### src/rtl/seq_div_pkg.sv
// rtl/seq_div_pkg.sv - shared state encoding and constants for the sequential divider
package seq_div_pkg;

    typedef enum logic [1:0] {
        IDLE = 2'd0,
        CALC = 2'd1,
        DONE = 2'd2
    } state_e;

    // Sliced down to WIDTH bits by the divider when a zero divisor is seen.
    localparam logic [63:0] ZERO_DIV_QUOT = 64'hFFFF_FFFF_FFFF_FFFF;

endpackage

### src/rtl/seq_div_step.sv
// rtl/seq_div_step.sv - one combinational restoring-division iteration
module div_step #(
    parameter int WIDTH = 32
) (
    input  logic [WIDTH-1:0] rem_in,
    input  logic             dvd_bit,
    input  logic [WIDTH-1:0] divisor,
    output logic [WIDTH-1:0] rem_out,
    output logic             q_bit
);

    logic [WIDTH:0]   shifted;
    logic [WIDTH-1:0] diff;

    // The restored remainder is always below the divisor, so it fits back into WIDTH bits.
    always_comb begin
        shifted = {rem_in, dvd_bit};
        q_bit   = (shifted >= {1'b0, divisor});
        diff    = shifted[WIDTH-1:0] - divisor;
        rem_out = q_bit ? diff : shifted[WIDTH-1:0];
    end

endmodule

### src/rtl/seq_div.sv
// rtl/seq_div.sv - radix-2 restoring sequential divider with signed/unsigned modes
module seq_div
    import seq_div_pkg::*;
#(
    parameter int WIDTH     = 32,
    parameter bit SIGNED_EN = 1'b1
) (
    input  logic             clk,
    input  logic             rst,
    input  logic             in_valid,
    output logic             in_ready,
    input  logic [WIDTH-1:0] dividend,
    input  logic [WIDTH-1:0] divisor,
    input  logic             is_signed,
    output logic             out_valid,
    input  logic             out_ready,
    output logic [WIDTH-1:0] quotient,
    output logic [WIDTH-1:0] remainder,
    output logic             div_by_zero
);

    localparam int             CW        = $clog2(WIDTH) + 1;
    localparam logic [CW-1:0]  LAST_STEP = CW'(WIDTH - 1);

    state_e           state_q, state_d;
    logic             in_ready_q, in_ready_d;
    logic             out_valid_q, out_valid_d;
    logic [WIDTH-1:0] quotient_q, quotient_d;
    logic [WIDTH-1:0] remainder_q, remainder_d;
    logic             dbz_q, dbz_d;
    logic [WIDTH-1:0] rem_q, rem_d;
    logic [WIDTH-1:0] quo_q, quo_d;
    logic [WIDTH-1:0] dvs_q, dvs_d;
    logic             neg_quo_q, neg_quo_d;
    logic             neg_rem_q, neg_rem_d;
    logic [CW-1:0]    cnt_q, cnt_d;

    logic             signed_mode;
    logic             dvd_neg, dvs_neg;
    logic [WIDTH-1:0] dvd_mag, dvs_mag;
    logic [WIDTH-1:0] step_rem, quo_next;
    logic             step_bit;

    // quo_q starts as the dividend magnitude and fills with quotient bits as it shifts left.
    div_step #(.WIDTH(WIDTH)) u_step (
        .rem_in  (rem_q),
        .dvd_bit (quo_q[WIDTH-1]),
        .divisor (dvs_q),
        .rem_out (step_rem),
        .q_bit   (step_bit)
    );

    always_comb begin
        signed_mode = SIGNED_EN && is_signed;
        dvd_neg     = signed_mode && dividend[WIDTH-1];
        dvs_neg     = signed_mode && divisor[WIDTH-1];
        dvd_mag     = dvd_neg ? -dividend : dividend;
        dvs_mag     = dvs_neg ? -divisor : divisor;
        quo_next    = {quo_q[WIDTH-2:0], step_bit};

        state_d     = state_q;
        out_valid_d = out_valid_q;
        quotient_d  = quotient_q;
        remainder_d = remainder_q;
        dbz_d       = dbz_q;
        rem_d       = rem_q;
        quo_d       = quo_q;
        dvs_d       = dvs_q;
        neg_quo_d   = neg_quo_q;
        neg_rem_d   = neg_rem_q;
        cnt_d       = cnt_q;

        case (state_q)
            IDLE: begin
                if (in_valid) begin
                    if (divisor == '0) begin
                        state_d     = DONE;
                        out_valid_d = 1'b1;
                        quotient_d  = ZERO_DIV_QUOT[WIDTH-1:0];
                        remainder_d = dividend;
                        dbz_d       = 1'b1;
                    end else begin
                        state_d   = CALC;
                        rem_d     = '0;
                        quo_d     = dvd_mag;
                        dvs_d     = dvs_mag;
                        neg_quo_d = dvd_neg ^ dvs_neg;
                        neg_rem_d = dvd_neg;
                        cnt_d     = '0;
                    end
                end
            end
            CALC: begin
                rem_d = step_rem;
                quo_d = quo_next;
                cnt_d = cnt_q + CW'(1);
                if (cnt_q == LAST_STEP) begin
                    state_d     = DONE;
                    out_valid_d = 1'b1;
                    quotient_d  = neg_quo_q ? -quo_next : quo_next;
                    remainder_d = neg_rem_q ? -step_rem : step_rem;
                    dbz_d       = 1'b0;
                end
            end
            DONE: begin
                if (out_ready) begin
                    state_d     = IDLE;
                    out_valid_d = 1'b0;
                end
            end
            default: state_d = IDLE;
        endcase

        in_ready_d = (state_d == IDLE);
    end

    always_ff @(posedge clk) begin
        if (rst) begin
            state_q     <= IDLE;
            in_ready_q  <= 1'b1;
            out_valid_q <= 1'b0;
            quotient_q  <= '0;
            remainder_q <= '0;
            dbz_q       <= 1'b0;
            rem_q       <= '0;
            quo_q       <= '0;
            dvs_q       <= '0;
            neg_quo_q   <= 1'b0;
            neg_rem_q   <= 1'b0;
            cnt_q       <= '0;
        end else begin
            state_q     <= state_d;
            in_ready_q  <= in_ready_d;
            out_valid_q <= out_valid_d;
            quotient_q  <= quotient_d;
            remainder_q <= remainder_d;
            dbz_q       <= dbz_d;
            rem_q       <= rem_d;
            quo_q       <= quo_d;
            dvs_q       <= dvs_d;
            neg_quo_q   <= neg_quo_d;
            neg_rem_q   <= neg_rem_d;
            cnt_q       <= cnt_d;
        end
    end

    // in_ready must already be low while rst is held, before any reset edge lands.
    assign in_ready    = in_ready_q & ~rst;
    assign out_valid   = out_valid_q;
    assign quotient    = quotient_q;
    assign remainder   = remainder_q;
    assign div_by_zero = dbz_q;

endmodule

### config.mk
export PLATFORM = sky130hd
export DESIGN_NAME = seq_div
export DESIGN_NICKNAME = d
export VERILOG_FILES = /design/src/rtl/seq_div_pkg.sv /design/src/rtl/seq_div_step.sv /design/src/rtl/seq_div.sv
export SDC_FILE = /design/constraint.sdc
export NUM_CORES = 1
export LEC_CHECK = 0
export BUFFER_PORTS_ARGS = -buffer_cell sky130_fd_sc_hd__buf_2
export CORE_ASPECT_RATIO = 0.9
export CORE_MARGIN = 3
export CORE_UTILIZATION = 25
export CTS_BUF_LIST = sky130_fd_sc_hd__clkbuf_8
export DETAILED_ROUTE_END_ITERATION = 10
export GPL_TIMING_DRIVEN = 1
export PLACE_DENSITY_LB_ADDON = 0.3
export SLEW_MARGIN = 10
export SYNTH_ARGS = -nofsm -noshare
export SYNTH_HDL_FRONTEND = slang
export SYNTH_HIERARCHICAL = 1
export SYNTH_SLANG_ARGS = --single-unit
### constraint.sdc
create_clock -name clk -period 5.4 [get_ports clk]
set_clock_uncertainty 0.05 [all_clocks]
set_input_delay 1.08 -clock clk [delete_from_list [all_inputs] [get_ports clk]]
set_output_delay 1.08 -clock clk [all_outputs]
set_load 0.1 [all_outputs]
==> summary.txt <==
Run status
  – Outcome: finished clean

GRT
  – Tot GR Track Use: 0.160
  – Vias in the first global route: 10700
  – Grt ovf: 0
  – Initial antenna violation count: 4
  – Largest net degree at the start of global routing: 86
  – First-pass GRT wire length: 63100 um

Cells and area
  – Layout cells sized above 1: 0.169
  – Filler cell count: 4926
  – Total Nets Final: 1661
  – Fin cells: 2177
  – Layout area overhead: 13.9%

Detailed routing
  – Initial DRT Pass Iterations: 5
  – Vias: 11300
  – DRT antenna net count: 0
  – Drt total wl: 41200 um
  – Mean number of vias per cell: 5.17
  – Post-route DRC violation count: 0
  – WL per Instance: 18.9 um
  – Drt initial violations: 850

Timing
  – Final Hold Viols: 0
  – Final TNS setup: 0 ns
  – Final period utilization: 0.925
  – Final Slew Violations: 0
  – Minimum clock period: 4.99 ns
  – Fmax achieved: 200 MHz
  – Setup violators final: 0
  – Worst-Margin Slew: 1.15 ns
  – Setup ws final: 0.405 ns
  – Unrepaired setup endpoints after global routing: false
  – Rel. slew slack: 0.228

Power and ir drop
  – Pwr/cell area: 234 nW/um^2
  – Worst-case vdd ir drop: 0.000136 V
  – Lkg Pwr: 0.00525 uW

Synthesis
  – Ys async rst share: 0
  – Main flop type after synthesis: dfxtp_1
  – Post-Syn Area: 11800 um^2
  – Number of flops mapped to enable cells by yosys: 0
  – Post-Syn Instances: 1470
  – Netlist cell types: 85
  – Sequential area share after synthesis: 0.294
  – Net count of the mapped netlist: 1577
  – #FFs+latches synth: 173
  – Yosys warnings: 6
  – Avg Synthesized Cell Area: 8.02 um^2

Placement
  – # port buffers: 135
  – Gpl congestion: 0.860
  – Cells after DPL: 2143
  – Post-DP HPWL: 31500 um
  – Dpl ws: 0.119 ns

Setup path
  – Worst setup path class: register to register
  – Arr. time, crit path: 5.37 ns
  – Max FO, Critical Path: 15
  – CP startpoint kind: register
  – Req. time, crit path: 5.78 ns
  – Worst setup EP type: register

Clock network
  – Worst skew pair latency: 0.51 ns
  – Reg clk slew, reported paths: 0.11 ns
  – Cts bufs inserted: 17
  – Resized Gates After CTS: 0
  – Root buf cell: clkbuf_8
  – Post-CTS setup buffer count: 0
  – CTS Hold Bufs: 0
  – Htree depth: 4
  – Longest Clk Path Bufs: 2
  – TritonCTS clock tree: built
  – Clock sinks: 173

Floorplanning
  – Ports: 136
  – Starting Density: 0.256
  – Core Area: 46000 um^2
  – Die W: 235 um
  – Chip height: 212 um
  – Number of core rows: 74
  – Die ar.: 49800 um^2

Job
  – Maximum capacitance violations: 0

Hold path
  – Hold Path Class: register to register
==> cells in the mapped netlist (16+ instances only) <==
cell,n,share of area
dfxtp_1,173,0.29
a2bb2oi_1,32,0.024
mux2_4,20,0.025
a21oi_1,82,0.035
nor2_1,163,0.052
clkbuf_1,73,0.023
ha_1,37,0.039
o21ai_0,72,0.031
nor3_1,22,0.0093
o31ai_1,35,0.022
inv_1,57,0.018
nand3_1,35,0.015
xnor2_1,75,0.056
a31oi_1,16,0.0085
o211ai_1,21,0.013
a211oi_1,53,0.034
o41ai_1,24,0.018
nand2_1,140,0.045
nor4_1,18,0.0095
xor2_1,68,0.050
==> flip-flops by register name, summed over array words and instances, names as in the netlist <==
name and cells:
out_valid 1, neg_quo_q 1, div_by_zero 1, cnt_q 6
quotient 32, remainder 32, dvs_q 32, state_q 2
neg_rem_q 1, in_ready_q 1, rem_q 32, quo_q 32
==> layout make-up <==
cell class | instances | area [um^2] | share of cell area
Antenna cell | 2 | 5.00 | 0.000373
Clock buffer | 17 | 234 | 0.0174
Clock inverter | 15 | 173 | 0.0129
Inverter | 58 | 218 | 0.0162
Multi-Input combinational cell | 1140 | 7680 | 0.572
Sequential cell | 173 | 3460 | 0.258
Tap cell | 608 | 761 | 0.0566
Timing Repair Buffer | 164 | 896 | 0.0667
==> critical path, cell delays in order (launching register included) <==
cell       delay (ns)
dfxtp_1          0.45
inv_1            0.07
ha_1             0.30
and2b_1          0.18
o2111ai_2        0.24
a31oi_4          0.18
a211oi_4         0.38
a211oi_2         0.17
nor3_4           0.21
or2_4            0.21
buf_4            0.29
mux2_4           0.37
nor4_2           0.37
buf_4            0.20
nand4b_1         0.16
o41ai_1          0.45
xor2_1           0.14
a211o_1          0.36
a21oi_1          0.16
==> kinds of logic after synthesis <==
kind of cell	synth area share
simple gates	0.190
fa+ha+maj	0.0410
compound gates	0.276
flops	0.294
mux	0.0344
xor+xnor	0.106
buf+inv	0.0582
==> per-layer routing <==
layer / global-route usage / wire length (um) / vias to the layer above
met3: 0.0326 / 2060 / 34
met1: 0.219 / 19500 / 5409
met4: 0.0388 / 692 / 2
li1: - / - / 5538
met2: 0.259 / 18900 / 275
met5: 0 / 13 / -
==> stage by stage <==
stage | cell area, um^2 | hold slack [ns] | total power, uW | util
3_5_place_dp | 13000 | 0.392 | 2180 | 0.283
6_report | 13400 | 0.406 | 3140 | 0.292
4_1_cts | 13400 | 0.410 | 3160 | 0.291
5_1_grt | 13400 | 0.435 | 3310 | 0.292
3_3_place_gp | 13000 | 0.389 | 2180 | 0.283
2_1_floorplan | 11800 | 0.391 | 1930 | -
==> worst paths after layout <==
path	start	end	slack, ns	cells past startpoint
max	dvs_q[1]	remainder[25]	0.41	18
min reg2reg	remainder[5]	remainder[5]	0.41	2
max reg2reg	dvs_q[1]	remainder[25]	0.41	18
min	remainder[5]	remainder[5]	0.41	2
==> power by group <==
group | switching (uW) | internal [uW]
Clock | 593 | 389
Sequential | 60.0 | 1320
Combinational | 489 | 288
==> cell usage in the layout (no fill, tap or decap), types with 7 or more instances in the layout <==
master / netlist / final
nand2_1: 140 / 140
inv_1: 57 / 57
xor2_1: 68 / 68
a211oi_1: 53 / 53
a22oi_1: 15 / 15
xnor2_1: 75 / 75
or3_1: 12 / 12
nor2b_1: 9 / 8
nor3_1: 22 / 22
o21ai_0: 72 / 72
nor2_1: 163 / 163
o21a_1: 10 / 9
nor4_1: 18 / 17
buf_2: 13 / 134
a2bb2oi_1: 32 / 32
nand2b_1: 11 / 11
o41ai_1: 24 / 24
mux2_4: 20 / 20
nand4_1: 9 / 9
o221a_2: 13 / 13
nand3_1: 35 / 35
a211o_1: 14 / 14
or4_1: 15 / 15
ha_1: 37 / 37
o21bai_1: 7 / 7
dfxtp_1: 173 / 173
a21o_1: 10 / 10
a31oi_1: 16 / 16
a21oi_1: 82 / 82
buf_4: 1 / 30
clkbuf_8: 0 / 17
o31ai_1: 35 / 35
o211ai_1: 21 / 21
No activity file was read; power rests on OpenSTA's default activity.
